$ cat src/rtl/vec_alu_pkg.sv
// Shared types for the vector ALU sequencer and its operation decoder.
// Purpose : ALU control encoding, function-field constants and the
//           sequencer FSM state type.
// Ports   : none (package).
package vec_alu_pkg;

   typedef enum logic [2:0] {
      ALU_ADD = 3'b000,
      ALU_SUB = 3'b001,
      ALU_MOV = 3'b010,
      ALU_MUL = 3'b011,
      ALU_DIV = 3'b100,
      ALU_CMP = 3'b101,
      ALU_NOP = 3'b110,
      ALU_DUP = 3'b111
   } alu_ctrl_t;

   // Low three funct bits; funct[3] is a don't-care for these operations.
   localparam logic [2:0] FUNCT_ADD = 3'b000;
   localparam logic [2:0] FUNCT_SUB = 3'b001;
   localparam logic [2:0] FUNCT_MUL = 3'b011;
   localparam logic [2:0] FUNCT_DIV = 3'b100;
   localparam logic [2:0] FUNCT_CMP = 3'b101;

   // Full four-bit encodings.
   localparam logic [3:0] FUNCT_MOV = 4'b1010;
   localparam logic [3:0] FUNCT_DUP = 4'b1111;

   typedef enum logic [1:0] {
      ST_IDLE    = 2'd0,
      ST_ISSUE   = 2'd1,
      ST_DIVWAIT = 2'd2,
      ST_DONE    = 2'd3
   } seq_state_t;

endpackage

$ cat src/rtl/vec_alu_op_decode.sv
// Combinational decode of {alu_op, funct} into ALU control and SrcA select.
// Shared by the vector sequencer and the scalar path.
// Ports:
//   i_alu_op       1 = data-processing instruction
//   i_funct        function field
//   o_alu_control  ALU operation (NOP for non-DP and illegal encodings)
//   o_srca         SrcA select (only MOV selects 1)
//   o_is_div       operation is the multi-cycle divide
//   o_legal        0 for an undefined data-processing encoding
module vec_alu_op_decode
   import vec_alu_pkg::*;
(
   input  logic       i_alu_op,
   input  logic [3:0] i_funct,
   output alu_ctrl_t  o_alu_control,
   output logic       o_srca,
   output logic       o_is_div,
   output logic       o_legal
);

   always_comb begin
      o_alu_control = ALU_NOP;
      o_srca        = 1'b0;
      o_is_div      = 1'b0;
      o_legal       = 1'b1;
      if (i_alu_op) begin
         // MOV and DUP need all four bits; their low bits (010, 111) are not
         // otherwise used, so checking them first cannot shadow another op.
         if (i_funct == FUNCT_MOV) begin
            o_alu_control = ALU_MOV;
            o_srca        = 1'b1;
         end else if (i_funct == FUNCT_DUP) begin
            o_alu_control = ALU_DUP;
         end else begin
            case (i_funct[2:0])
               FUNCT_ADD: o_alu_control = ALU_ADD;
               FUNCT_SUB: o_alu_control = ALU_SUB;
               FUNCT_MUL: o_alu_control = ALU_MUL;
               FUNCT_DIV: begin
                  o_alu_control = ALU_DIV;
                  o_is_div      = 1'b1;
               end
               FUNCT_CMP: o_alu_control = ALU_CMP;
               default:   o_legal = 1'b0;
            endcase
         end
      end
   end

endmodule

$ cat src/rtl/vec_alu_sequencer.sv
// Vector ALU sequencer: latches one decoded instruction and issues it to a
// LANES-wide ALU as ceil(vl/LANES) element-group beats with lane masks.
// Ports:
//   clk, reset    rising-edge clock, asynchronous active-high reset
//   in_valid/in_ready  instruction handshake (in_ready high only in IDLE)
//   alu_op, funct, vl  instruction fields; vl above VLEN clamps to VLEN
//   beat_valid/beat_ready  beat handshake towards the ALU
//   alu_control, srca  decoded operation, held for the whole instruction
//   beat_idx, lane_mask, last  current beat descriptor
//   done, illegal  completion pulse; illegal marks an undefined encoding
//   dbg_state     current FSM state
// Handshakes: a transfer happens on a rising edge where valid and ready are
// both high; once valid is raised the offered payload is held unchanged
// until that transfer. Every output comes from registers only.
module vec_alu_sequencer
   import vec_alu_pkg::*;
#(
   parameter  int LANES      = 4,
   parameter  int VLEN       = 16,
   parameter  int DIV_CYCLES = 4,
   localparam int VLW        = $clog2(VLEN) + 1,
   localparam int NGRP       = VLEN / LANES,
   localparam int IDXW       = (NGRP > 1) ? $clog2(NGRP) : 1
)(
   input  logic             clk,
   input  logic             reset,
   input  logic             in_valid,
   output logic             in_ready,
   input  logic             alu_op,
   input  logic [3:0]       funct,
   input  logic [VLW-1:0]   vl,
   output logic             beat_valid,
   input  logic             beat_ready,
   output logic [2:0]       alu_control,
   output logic             srca,
   output logic [IDXW-1:0]  beat_idx,
   output logic [LANES-1:0] lane_mask,
   output logic             last,
   output logic             done,
   output logic             illegal,
   output seq_state_t       dbg_state
);

   localparam int             LSH       = $clog2(LANES);
   localparam int             DCW       = (DIV_CYCLES > 2) ? $clog2(DIV_CYCLES - 1) : 1;
   localparam bit             DIV_WAITS = (DIV_CYCLES > 1);
   localparam logic [VLW-1:0] VLEN_V    = VLW'(VLEN);

   seq_state_t       r_state, w_next_state;
   alu_ctrl_t        r_alu_control;
   logic             r_srca, r_is_div, r_illegal;
   logic [IDXW-1:0]  r_nb_m1, r_beat_idx;
   logic [LANES-1:0] r_tail_mask;
   logic [DCW-1:0]   r_div_cnt;

   alu_ctrl_t        w_dec_ctrl;
   logic             w_dec_srca, w_dec_div, w_dec_legal;
   logic [VLW-1:0]   w_vl_clamped, w_vl_m1;
   logic [IDXW-1:0]  w_nb_m1;
   logic [LANES-1:0] w_tail_mask;
   logic             w_zero_beats;
   logic             w_accept, w_idx_inc, w_is_last;

   vec_alu_op_decode u_decode (
      .i_alu_op      (alu_op),
      .i_funct       (funct),
      .o_alu_control (w_dec_ctrl),
      .o_srca        (w_dec_srca),
      .o_is_div      (w_dec_div),
      .o_legal       (w_dec_legal)
   );

   // Instruction geometry: index of the last beat and the mask of the last
   // beat. The tail holds ((vl-1) mod LANES)+1 elements, so lane i is active
   // iff i <= (vl-1) mod LANES.
   always_comb begin
      w_vl_clamped = (vl > VLEN_V) ? VLEN_V : vl;
      w_vl_m1      = w_vl_clamped - VLW'(1);
      w_nb_m1      = '0;
      w_tail_mask  = '0;
      if (w_vl_clamped != '0) begin
         w_nb_m1 = IDXW'(w_vl_m1 >> LSH);
         for (int i = 0; i < LANES; i++) begin
            w_tail_mask[i] = (i <= int'(w_vl_m1 & VLW'(LANES - 1)));
         end
      end
      w_zero_beats = !alu_op || !w_dec_legal || (w_vl_clamped == '0);
   end

   always_ff @(posedge clk or posedge reset) begin
      if (reset) r_state <= ST_IDLE;
      else       r_state <= w_next_state;
   end

   always_comb begin
      w_next_state = r_state;
      w_accept     = 1'b0;
      w_idx_inc    = 1'b0;
      w_is_last    = (r_beat_idx == r_nb_m1);
      case (r_state)
         ST_IDLE: begin
            if (in_valid) begin
               w_accept     = 1'b1;
               w_next_state = w_zero_beats ? ST_DONE : ST_ISSUE;
            end
         end
         ST_ISSUE: begin
            if (beat_ready) begin
               if (r_is_div && DIV_WAITS) w_next_state = ST_DIVWAIT;
               else if (w_is_last)        w_next_state = ST_DONE;
               else                       w_idx_inc    = 1'b1;
            end
         end
         ST_DIVWAIT: begin
            if (r_div_cnt == '0) begin
               if (w_is_last) begin
                  w_next_state = ST_DONE;
               end else begin
                  w_idx_inc    = 1'b1;
                  w_next_state = ST_ISSUE;
               end
            end
         end
         ST_DONE: w_next_state = ST_IDLE;
         default: w_next_state = ST_IDLE;
      endcase
   end

   always_ff @(posedge clk or posedge reset) begin
      if (reset) begin
         r_alu_control <= ALU_NOP;
         r_srca        <= 1'b0;
         r_is_div      <= 1'b0;
         r_illegal     <= 1'b0;
         r_nb_m1       <= '0;
         r_tail_mask   <= '0;
         r_beat_idx    <= '0;
         r_div_cnt     <= '0;
      end else begin
         if (w_accept) begin
            // The decoder already yields NOP/0 for non-DP and illegal encodings.
            r_alu_control <= w_dec_ctrl;
            r_srca        <= w_dec_srca;
            r_is_div      <= w_dec_div;
            r_illegal     <= !w_dec_legal;
            r_nb_m1       <= w_nb_m1;
            r_tail_mask   <= w_tail_mask;
            r_beat_idx    <= '0;
         end else if (w_idx_inc) begin
            r_beat_idx <= r_beat_idx + IDXW'(1);
         end
         // DIVWAIT lasts DIV_CYCLES-1 cycles: load DIV_CYCLES-2, leave at zero.
         if (r_state == ST_ISSUE && w_next_state == ST_DIVWAIT)
            r_div_cnt <= DCW'(DIV_CYCLES - 2);
         else if (r_state == ST_DIVWAIT && r_div_cnt != '0)
            r_div_cnt <= r_div_cnt - DCW'(1);
      end
   end

   assign in_ready    = (r_state == ST_IDLE);
   assign beat_valid  = (r_state == ST_ISSUE);
   assign last        = beat_valid && w_is_last;
   assign lane_mask   = !beat_valid ? '0 : (w_is_last ? r_tail_mask : '1);
   assign done        = (r_state == ST_DONE);
   assign illegal     = done && r_illegal;
   assign alu_control = r_alu_control;
   assign srca        = r_srca;
   assign beat_idx    = r_beat_idx;
   assign dbg_state   = r_state;

endmodule

$ cat config.mk
export PLATFORM = sky130hd
export DESIGN_NAME = vec_alu_sequencer
export DESIGN_NICKNAME = d
export VERILOG_FILES = /design/src/rtl/vec_alu_pkg.sv /design/src/rtl/vec_alu_op_decode.sv /design/src/rtl/vec_alu_sequencer.sv
export SDC_FILE = /design/constraint.sdc
export NUM_CORES = 1
export LEC_CHECK = 0
export ABC_AREA = 1
export BUFFER_PORTS_ARGS = -buffer_cell sky130_fd_sc_hd__clkbuf_2
export CAP_MARGIN = 20
export CORE_MARGIN = 3
export CORE_UTILIZATION = 51
export DETAILED_ROUTE_END_ITERATION = 6
export PLACE_DENSITY_LB_ADDON = 0.05
export SLEW_MARGIN = 15
export SYNTH_ARGS = -nofsm -noshare
export SYNTH_HDL_FRONTEND = slang
export SYNTH_SLANG_ARGS = --single-unit
export TNS_END_PERCENT = 50
$ cat constraint.sdc
create_clock -name clk -period 2.01 [get_ports clk]
set_clock_uncertainty 0.2 [all_clocks]
set_input_delay 0.201 -clock clk [delete_from_list [all_inputs] [get_ports clk]]
set_output_delay 0.201 -clock clk [all_outputs]
set_load 0.05 [all_outputs]
==> reports/metrics.json, run 1 <==
{
  "drtIter0Drc": 17,
  "num_vias": 1139,
  "pin_count_of_the_biggest_net_entering_global_routing": 19,
  "cts_made_buffers": 3,
  "detailed_place_hpwl_um": 2127,
  "clkSinkCount": 18,
  "synth_async_sr_flop_share": 1.000,
  "drt-pass1-iter-count": 4,
  "design.die.area_um2": 2841,
  "drcViolationCount": 0,
  "critPathMostFrequentCell": "sky130_fd_sc_hd__inv_1",
  "finalInstanceArea_um2": 1501,
  "worst_ir_drop_vdd_mv": 1.057,
  "critPathSlowestCell": "sky130_fd_sc_hd__dfrtp_2",
  "slew_headroom": 0.5446,
  "synthFlopType": "sky130_fd_sc_hd__dfrtp_1",
  "post-route-period-util": 0.9583,
  "ios": 31,
  "syn_area_um2": 1141,
  "critPathMaxFanout": 6,
  "pwr_density_cell_nw_per_um2": 1689,
  "fillerInstances": 173,
  "dieHeight_um": 53.30,
  "first_global_vias": 1092,
  "worst-path-buf-inv": 4,
  "setup_viol": 0,
  "status": "finished clean",
  "worstSkewPairLatency_ns": 0.29,
  "cts_tree": "built",
  "floorplan.initialDensity": 0.5588,
  "post_route_cells_drive_above_1_share": 0.3030,
  "synth_edf_count": 0,
  "synth.ff_latch_count": 18,
  "first_pass_grt_wire_length_um": 4464,
  "ys_top_cells_by_count": "40 x sky130_fd_sc_hd__nand2_1, 34 x sky130_fd_sc_hd__inv_1, 16 x sky130_fd_sc_hd__dfrtp_1",
  "buffer_ports.inserted": 30,
  "criticalPathCategory": "reg2out",
  "antenna_found_initial": 0,
  "vias_per_cell": 5.062,
  "grt_setup_unrepaired": "yes",
  "postCtsSetupBuffers": 0,
  "synth_top_area_share": 0.3509,
  "chipWidth_um": 53.30,
  "leakagePower_uw": 0.0008468,
  "clockRootBuffer": "sky130_fd_sc_hd__clkbuf_4",
  "floorplan.core_area_um2": 2042,
  "globalRoute.totalOverflow": 0,
  "synth.avg_cell_area_um2": 7.458,
  "placed_area_um2": 1415,
  "worst_ep_arrival_time_ns": 1.53,
  "maxCapViolations": 0,
  "fp_rows": 16,
  "min-delay-path-class": "in2reg",
  "synth.lib_cells_used.distinct": 26,
  "start_kind": "flop",
  "cp_slowest_stage_delay_ns": 0.45,
  "cts-htree-levels": 1,
  "hold_slack_ns": 0.02349,
  "setup.worst_path.end_class": "primary output",
  "syn_to_final_growth_pct": 31.58,
  "cp_data_required_time_ns": 1.61,
  "cts_buffer_depth": 2,
  "yosysMostFrequentCell": "sky130_fd_sc_hd__nand2_1",
  "finalWorstPathRequiredPeriod_ns": 1.926,
  "number_of_hold_slack_violations_in_the_final_timing_report": 0,
  "achievable-frequency_ghz": 0.5192,
  "timing.critical_path.max_delay_family": "flip-flops",
  "design.final.nets": 220,
  "route.antenna.remaining_nets": 0,
  "yosys.area.top_type": "sky130_fd_sc_hd__dfrtp_1",
  "routed_wirelength_um": 2607,
  "critical_path.cell_chain": "inv_1 -> nand2_1 -> nand2_2 -> and2_4 -> inv_4 -> o21ai_0 -> inv_1 -> buf_4",
  "antennaDiodeCount": 0,
  "postSynthNetCount": 174,
  "synth.yosys.warnings": 0,
  "global_placement_routability_congestion": 0.7874,
  "path_clk_slew_ns": 0.10,
  "slew_of_the_pin_with_the_lowest_slew_margin_ns": 0.6823,
  "synth_top_cells_by_area": "sky130_fd_sc_hd__dfrtp_1 35%, sky130_fd_sc_hd__nand2_1 13%, sky130_fd_sc_hd__inv_1 11%, sky130_fd_sc_hd__ha_1 7.7%, sky130_fd_sc_hd__o21ai_0 5.7%",
  "finalMaxSlewViolations": 0,
  "yosysSeqAreaShare": 0.3969,
  "netlist_instances": 153,
  "avgRoutedWirePerCell_um": 11.59,
  "gr-usage-all-layers": 0.2157
}
==> routing by layer <==
layer,global-route usage,share of wire,up-vias
met4,0.08936,0.024,0
met2,0.3755,0.48,31
met5,0,0,-
li1,-,-,572
met1,0.2632,0.45,528
met3,0.02817,0.045,8
==> layout make-up <==
type                    count  area [µm²]  area share
clock buffers               4       26.28     0.01750
repair buffers             41       259.0      0.1725
multi-input cells         100       591.8      0.3942
well taps                  27       33.78     0.02250
inverters                  35       133.9     0.08917
flip-flops and latches     18       456.7      0.3042
==> what timing repair did <==
action / in CTS / in global routing
gates resized for setup: 3 / 15
endpoints found under the hold margin: 20 / 0
setup endpoints to repair: 3 / 5
hold buffers: 4 / 0
==> where the power goes <==
part	internal, µW	switching (µW)	total, µW
registers	545	113	658
logic	551	1140	1690
clock network	77.1	107	184
total	1170	1360	2540
==> cell usage in the layout (no fill, tap or decap), types with 4 or more instances in the layout <==
cell type / netlist / layout
sky130_fd_sc_hd__a21oi_1: 6 / 6
sky130_fd_sc_hd__buf_4: 0 / 10
sky130_fd_sc_hd__clkbuf_2: 0 / 25
sky130_fd_sc_hd__clkbuf_4: 0 / 4
sky130_fd_sc_hd__dfrtp_1: 16 / 13
sky130_fd_sc_hd__dlygate4sd3_1: 0 / 4
sky130_fd_sc_hd__ha_1: 7 / 4
sky130_fd_sc_hd__inv_1: 34 / 32
sky130_fd_sc_hd__nand2_1: 40 / 39
sky130_fd_sc_hd__nand3_1: 5 / 5
sky130_fd_sc_hd__nor2_1: 9 / 8
sky130_fd_sc_hd__o21ai_0: 13 / 11
==> stage by stage <==
step	utilization	setup TNS, ns	worst slack (ns)	power, µW	cells
final	0.7353	0	0.08390	2536	225
after global routing	0.7353	-0.08468	-0.04300	2747	225
after CTS	0.7292	0	0.01996	2514	225
after detailed placement	0.6930	-0.1533	-0.08527	2306	217
after global placement	0.6930	0	0.06690	2268	217
after floorplan	-	0	0.05756	1940	153
==> cell families (layout without fill, tap and decap cells) <==
group,count (synthesis),after routing,synth area share
buffers and inverters,35,80,0.1173
DFF,18,18,0.3969
AOI/OAI and AO/OA,29,29,0.1502
adders and majority gates,7,7,0.07675
and+or+nand+nor,60,60,0.2259
muxes,1,1,0.009868
xor gates and xnor gates,3,3,0.02303
==> tightest hold or removal path, stage by stage <==
cell and delay [ns]:
sky130_fd_sc_hd__clkbuf_2 0.09, sky130_fd_sc_hd__inv_1 0.10, sky130_fd_sc_hd__o41ai_1 0.09
==> path summary, 6_finish.rpt <==
check	cells after the start	to	slack, ns	start
min reg2reg	2	srca	0.29	srca
min	3	srca	0.02	funct[1]
min in group asynchronous	3	r_is_div	0.34	reset
max reg2reg	11	r_div_cnt[0]	0.21	dbg_state[0]
max in group asynchronous	3	beat_idx[0]	0.79	reset
max	8	lane_mask[0]	0.08	beat_idx[0]
==> state kept, by name, indices dropped and copies added (netlist names) <==
| register | flops |
|---|---|
| beat_idx | 2 |
| r_nb_m1 | 2 |
| r_is_div | 1 |
| r_tail_mask | 4 |
| alu_control | 3 |
| dbg_state | 2 |
| srca | 1 |
| r_div_cnt | 2 |
| r_illegal | 1 |
No activity file was read; power rests on OpenSTA's default activity.
==> run 2: changes to the inputs <==
- ABC_AREA: 1 -> unset
- CORE_UTILIZATION: 51 -> 50
- CTS_CLUSTER_SIZE: unset -> 25
==> run 2 against run 1 <==
  * The run now ends with negative setup slack left
  * First-iteration DRC count is 100% higher
  * Fmax is 5.1% lower
  * Sequential power is 8.8% higher
  * Combinational power is 20% higher
  * Register-to-register slack worse by 0.23 ns
  * Synthesized cell count is 17% lower
  * Clock-buffer cell count stayed put
  * Non-clock buffer count is 12 higher
  * Sequential share of layout area is 2.9 points lower
  * Critical path type is now reg2reg
  * Critical endpoint is now r_div_cnt[1]
  * Largest cell class unchanged
  * Highest routed layer unchanged
==> reports/metrics.json, run 2 <==
{
  "worstRegToRegCells": 7,
  "buffer_ports.inserted": 30,
  "drtIter0Drc": 34,
  "syn_to_final_growth_pct": 54.26,
  "crit-reg2reg-capture": "r_div_cnt[1]",
  "synth.yosys.warnings": 0,
  "path_clk_slew_ns": 0.10,
  "layout_setup_ws_ns": -0.01923,
  "num_vias": 1164,
  "route.antenna.remaining_nets": 0,
  "final-instance-count-excl-fill": 208,
  "synth.ff_latch_count": 18,
  "antennaDiodeCount": 0,
  "first_global_vias": 1124,
  "leakagePower_uw": 0.0007928,
  "fp_rows": 16,
  "finalWorstPathRequiredPeriod_ns": 2.029,
  "gr-usage-all-layers": 0.2352,
  "cp-startpoint": "dbg_state[0]",
  "swShare": 0.5147,
  "yosysMostFrequentCell": "sky130_fd_sc_hd__nand2_1",
  "floorplan.core_area_um2": 2002,
  "synth.lib_cells_used.distinct": 35,
  "worstSkewPairLatency_ns": 0.29,
  "min-delay-path-class": "in2reg",
  "r2r-start": "dbg_state[0]",
  "multi_input_area_um2": 724.4,
  "avgRoutedWirePerCell_um": 15.63,
  "critPathMaxFanout": 4,
  "postSynthNetCount": 148,
  "detailed_place_hpwl_um": 2101,
  "area.sequential_um2": 460.4,
  "maxCapViolations": 0,
  "pin_count_of_the_biggest_net_entering_global_routing": 19,
  "power.clock.fraction": 0.064,
  "timing.reg2reg.setup_slack_ns": -0.02,
  "design.final.nets": 203,
  "pwr_density_cell_nw_per_um2": 1751,
  "fin_util": 0.8369,
  "fillerInstances": 112,
  "cts_made_buffers": 3,
  "post-route-period-util": 1.010,
  "post_route_cells_drive_above_1_share": 0.4586,
  "synthFlopType": "sky130_fd_sc_hd__dfrtp_1",
  "clkSinkCount": 18,
  "synth_async_sr_flop_share": 1.000,
  "number_of_hold_slack_violations_in_the_final_timing_report": 0,
  "largest_reg_flops": 4,
  "chipWidth_um": 52.61,
  "achievable-frequency_ghz": 0.4928,
  "routed_wirelength_um": 3252,
  "drt-pass1-iter-count": 4,
  "regMostFlops": "r_tail_mask",
  "cts-htree-levels": 1,
  "yosysSeqAreaShare": 0.4171,
  "setup_viol": 2,
  "post-place-cells": 197,
  "floorplan.initialDensity": 0.5425,
  "netlist_instances": 127,
  "first_pass_grt_wire_length_um": 4795,
  "cp_data_required_time_ns": 2.00,
  "switchingPower_uw": 1510,
  "grt_setup_unrepaired": "yes",
  "p_int_uw": 1424,
  "dpl_worst_slack_ns": -0.03715,
  "design.die.area_um2": 2767,
  "fin_tns_setup_ns": -0.02624,
  "status": "finished, violations left",
  "endpoint": "r_div_cnt[1]",
  "dieHeight_um": 52.61,
  "synth.avg_cell_area_um2": 8.552,
  "start_kind": "flop",
  "finalMaxSlewViolations": 0,
  "cts_buffer_depth": 2,
  "worst_ir_drop_vdd_mv": 1.324,
  "global_placement_routability_congestion": 0.8699,
  "yosys.area.top_type": "sky130_fd_sc_hd__dfrtp_1",
  "globalRoute.totalOverflow": 0,
  "criticalPathCategory": "reg2reg",
  "clockRootBuffer": "sky130_fd_sc_hd__clkbuf_4",
  "drcViolationCount": 0,
  "worst_ep_arrival_time_ns": 2.02,
  "slew_headroom": 0.5497,
  "slew_of_the_pin_with_the_lowest_slew_margin_ns": 0.6746,
  "most_frequent_standard_cell_in_the_layout_excluding_fill_and_tap_cells": "sky130_fd_sc_hd__clkbuf_2",
  "mostFrequentLayoutCells": "24 x sky130_fd_sc_hd__clkbuf_2, 22 x sky130_fd_sc_hd__nand2_1, 18 x sky130_fd_sc_hd__buf_4",
  "cts_tree": "built",
  "failed_checks": "negative setup slack",
  "antenna_found_initial": 0,
  "ys_top_cells_by_count": "22 x sky130_fd_sc_hd__nand2_1, 16 x sky130_fd_sc_hd__dfrtp_1, 16 x sky130_fd_sc_hd__nor2_1",
  "synth_edf_count": 0,
  "syn_area_um2": 1086,
  "ios": 31,
  "synth_top_area_share": 0.3687,
  "synth_top_cells_by_area": "sky130_fd_sc_hd__dfrtp_1 37%, sky130_fd_sc_hd__ha_1 8.1%, sky130_fd_sc_hd__nand2_1 7.6%, sky130_fd_sc_hd__nor2_1 5.5%, sky130_fd_sc_hd__dfstp_2 4.8%",
  "power.sequential.fraction": 0.244,
  "setup.worst_path.end_class": "flop",
  "fin_total_pwr_uw": 2934,
  "vias_per_cell": 5.596,
  "comb_power_share": 0.692
}
run 2: changes by cell type after synthesis, moves of 2 or more:
cell | previous run | this run
sky130_fd_sc_hd__nor2_1 | 9 | 16
sky130_fd_sc_hd__nand2_2 | 2 | 0
sky130_fd_sc_hd__nor3b_1 | 0 | 2
sky130_fd_sc_hd__nand3_1 | 5 | 2
sky130_fd_sc_hd__nor2b_1 | 0 | 2
sky130_fd_sc_hd__nand2_1 | 40 | 22
sky130_fd_sc_hd__and2_1 | 0 | 2
sky130_fd_sc_hd__clkbuf_1 | 0 | 3
sky130_fd_sc_hd__a21o_1 | 0 | 2
sky130_fd_sc_hd__o21ai_0 | 13 | 10
sky130_fd_sc_hd__nand3b_1 | 0 | 2
sky130_fd_sc_hd__a21oi_1 | 6 | 4
sky130_fd_sc_hd__inv_1 | 34 | 10
run 2: through the flow:
stage	instance area, µm²	hold WS (ns)
2_1_floorplan	1166	-0.06201
5_1_grt	1675	0.02520
6_report	1675	0.01813
4_1_cts	1580	0.01115
3_3_place_gp	1459	0.1149
3_5_place_dp	1459	0.1247
run 2: critical path, stage by stage (launching register included):
cell,delay [ns]
sky130_fd_sc_hd__dfrtp_4,0.47
sky130_fd_sc_hd__inv_4,0.05
sky130_fd_sc_hd__ha_4,0.15
sky130_fd_sc_hd__nor2b_4,0.12
sky130_fd_sc_hd__a221o_1,0.35
sky130_fd_sc_hd__a311oi_2,0.27
sky130_fd_sc_hd__a311oi_2,0.10
sky130_fd_sc_hd__a41o_1,0.22
run 2: power groups by stage:
| stage | clock (µW) | sequential (µW) | combinational, µW |
|---|---|---|---|
| 2_1_floorplan | 0 | 888 | 1010 |
| 3_3_place_gp | 0 | 665 | 1630 |
| 3_5_place_dp | 0 | 678 | 1670 |
| 4_1_cts | 192 | 676 | 1780 |
| 5_1_grt | 205 | 725 | 2170 |
| 6_report | 187 | 716 | 2030 |
run 2: how the worst min path moves through the flow:
stage             start        endpoint  slack (ns)  cells after the start
3_5_place_dp      reset            srca        0.12                      2
6_report       funct[0]        r_is_div        0.02                      3
3_3_place_gp      reset            srca        0.11                      2
2_1_floorplan     reset  alu_control[0]       -0.06                      1
4_1_cts        funct[0]        r_is_div        0.01                      3
5_1_grt        funct[0]        r_is_div        0.03                      3
run 2: routing by layer:
layer / part of all wire / GRT usage
met1: 0.39 / 0.2737
met2: 0.53 / 0.4298
met3: 0.065 / 0.04558
met4: 0.022 / 0.06809
met5: 0 / 0
run 2: timing repair:
item                                    4_1_cts  5_1_grt
hold buffers                                  3        0
gates cloned                                  0        0
gates resized for setup                      16       20
endpoints found under the setup margin        7       10
buffers inserted                              1        3
pin swaps                                     2        6
hold endpoints to repair                     19        0
run 2: kinds of logic (layout without fill, tap and decap cells):
kind of cell	after synthesis	after routing	share of synthesized area
AOI/OAI and AO/OA	28	28	0.1797
xor gates and xnor gates	5	5	0.04032
adders and majority gates	7	7	0.08064
buffers and inverters	14	68	0.04839
DFF	18	18	0.4170
and+or+nand+nor	55	55	0.2339
run 2: final cells by class:
type                            count  share of cell area
Timing Repair Buffer               53              0.2308
Inverter                           11             0.02614
Clock buffer                        4             0.01568
Tap cell                           27             0.02016
Multi-Input combinational cell     95              0.4324
Sequential cell                    18              0.2748
==> run 3: changes to the inputs <==
- CORE_UTILIZATION: 50 -> 54
- CTS_CLUSTER_DIAMETER: unset -> 60
- RECOVER_POWER: unset -> 25
- clock period: 2.01 -> 2.64 ns (I/O delays scaled with it)
==> run 3 against run 2 <==
  * The run now ends clean
  * Die area down 6.6%
  * Sequential power down 31%
  * Worst hold slack better by 0.00070 ns
  * Register-to-register slack better by 0.45 ns
  * Cell area down 21%
  * Routed wire length down 30%
  * Setup slack better by 0.41 ns
  * Critical path type is now reg2out
  * Largest cell class unchanged
  * Largest power group unchanged
  * Highest routed layer unchanged
==> reports/metrics.json, run 3 (synthesis results as in run 2) <==
{
  "status": "finished clean",
  "post_route_cells_drive_above_1_share": 0.2609,
  "fin_util": 0.7237,
  "slew_of_the_pin_with_the_lowest_slew_margin_ns": 0.6698,
  "num_vias": 1007,
  "globalRoute.totalOverflow": 0,
  "routed_wirelength_um": 2277,
  "grt_setup_unrepaired": "no",
  "avgRoutedWirePerCell_um": 12.24,
  "fin_total_pwr_uw": 1703,
  "cts-htree-levels": 1,
  "post-route-period-util": 0.8533,
  "critPathSlowestCell": "sky130_fd_sc_hd__dfrtp_1",
  "cp_slowest_stage_delay_ns": 0.47,
  "gr-usage-all-layers": 0.1945,
  "vias_per_cell": 5.414,
  "critPathMostFrequentCell": "sky130_fd_sc_hd__inv_1",
  "cp_data_required_time_ns": 2.18,
  "final-instance-count-excl-fill": 186,
  "design.die.area_um2": 2585,
  "cts_made_buffers": 3,
  "detailed_place_hpwl_um": 1814,
  "pin_count_of_the_biggest_net_entering_global_routing": 19,
  "buffer_ports.inserted": 30,
  "drt-pass1-iter-count": 3,
  "critPathMaxFanout": 7,
  "comb_power_share": 0.610,
  "finalMaxSlewViolations": 0,
  "syn_to_final_growth_pct": 21.31,
  "start_kind": "flop",
  "most_frequent_standard_cell_in_the_layout_excluding_fill_and_tap_cells": "sky130_fd_sc_hd__clkbuf_2",
  "switchingPower_uw": 907.0,
  "global_placement_routability_congestion": 0.8368,
  "min-delay-path-class": "in2reg",
  "worst_ep_arrival_time_ns": 1.79,
  "floorplan.initialDensity": 0.5966,
  "clkSinkCount": 18,
  "power.sequential.fraction": 0.292,
  "design.final.nets": 183,
  "chipWidth_um": 50.85,
  "critical_path.cell_chain": "inv_1 -> ha_1 -> inv_1 -> nor2_1 -> clkbuf_2",
  "largest_reg_flops": 4,
  "cts_buffer_depth": 2,
  "path_clk_slew_ns": 0.10,
  "dieHeight_um": 50.85,
  "mostFrequentLayoutCells": "30 x sky130_fd_sc_hd__clkbuf_2, 22 x sky130_fd_sc_hd__nand2_1, 16 x sky130_fd_sc_hd__nor2_1, 16 x sky130_fd_sc_hd__dfrtp_1",
  "dpl_worst_slack_ns": 0.4619,
  "antenna_found_initial": 0,
  "worstSkewPairLatency_ns": 0.28,
  "finalWorstPathRequiredPeriod_ns": 2.253,
  "setup_viol": 0,
  "leakagePower_uw": 0.0006839,
  "pwr_density_cell_nw_per_um2": 1292,
  "first_pass_grt_wire_length_um": 3919,
  "layout_setup_ws_ns": 0.3873,
  "slew_headroom": 0.5530,
  "drcViolationCount": 0,
  "setup.worst_path.end_class": "primary output",
  "drtIter0Drc": 15,
  "post_cts.resized_instances": 0,
  "hold_slack_ns": 0.01883,
  "post-place-cells": 181,
  "route.antenna.remaining_nets": 0,
  "cts_tree": "built",
  "ios": 31,
  "clockRootBuffer": "sky130_fd_sc_hd__clkbuf_4",
  "power.clock.fraction": 0.098,
  "p_int_uw": 795.6,
  "first_global_vias": 948,
  "swShare": 0.5327,
  "criticalPathCategory": "reg2out",
  "number_of_hold_slack_violations_in_the_final_timing_report": 0,
  "maxCapViolations": 0,
  "achievable-frequency_ghz": 0.4439,
  "worst_ir_drop_vdd_mv": 0.7793,
  "fp_rows": 15,
  "antennaDiodeCount": 0,
  "postCtsSetupBuffers": 0,
  "floorplan.core_area_um2": 1821,
  "regMostFlops": "r_tail_mask"
}
[run 3: cell types whose count changed in the layout (fill, tap and decap cells not counted), moves of 3 or more]
cell / previous run / this run
sky130_fd_sc_hd__buf_4: 18 / 2
sky130_fd_sc_hd__nor2_1: 7 / 16
sky130_fd_sc_hd__nor2_4: 9 / 0
sky130_fd_sc_hd__clkbuf_2: 24 / 30
sky130_fd_sc_hd__buf_8: 4 / 0
sky130_fd_sc_hd__dfrtp_1: 12 / 16
sky130_fd_sc_hd__ha_1: 3 / 7
sky130_fd_sc_hd__dfrtp_2: 3 / 0
sky130_fd_sc_hd__ha_4: 3 / 0
sky130_fd_sc_hd__inv_1: 7 / 10
[run 3: power groups by stage]
stage / sequential (µW) / clock, µW / combinational [µW]
floorplan: 657 / 0 / 660
global placement: 496 / 0 / 1020
detailed placement: 505 / 0 / 1040
CTS: 499 / 173 / 1050
global route: 517 / 184 / 1130
finish: 497 / 166 / 1040
[run 3: final timing paths]
kind / start / endpoint / slack, ns / depth (start not counted)
max: dbg_state[1] / lane_mask[3] / 0.39 / 5
min: funct[2] / r_is_div / 0.02 / 3
max reg2reg: dbg_state[0] / r_div_cnt[1] / 0.43 / 7
min reg2reg: alu_control[2] / alu_control[2] / 0.27 / 2
max in group asynchronous: reset / dbg_state[0] / 1.42 / 3
min in group asynchronous: reset / r_tail_mask[1] / 0.40 / 3
[run 3: what timing repair did]
action,in CTS,in global routing
hold buffers,1,0
endpoints found under the setup margin,0,0
endpoints found under the hold margin,16,0
[run 3: worst max-delay path: cells and delay by family, from the launching register on]
kind | cells | cell delay [ns]
buffers and inverters | 3 | 0.59
adder cells (fa/ha/maj) | 1 | 0.30
AND/OR/NAND/NOR | 1 | 0.15
flip-flops | 1 | 0.47
[run 3: layout make-up]
type,instances,area [µm²]
multi-input combinational,95,580.6
tap,25,31.28
fill,163,503.0
clock buffer,4,36.28
sequential,18,452.9
timing repair buffer,33,175.2
inverter,11,41.29
[run 3: through the flow]
stage          TNS, ns  cell area, µm²
2_1_floorplan  -0.3184            1086
3_5_place_dp         0            1271
5_1_grt              0            1318
4_1_cts              0            1318
6_report             0            1318
3_3_place_gp         0            1271
[run 3: per-layer routing]
metal | share of wire | track usage | vias up
li1 | - | - | 505
met2 | 0.50 | 0.3674 | 26
met3 | 0.046 | 0.02915 | 2
met4 | 0.0026 | 0.02691 | 0
met1 | 0.45 | 0.2376 | 474
met5 | 0 | 0 | -
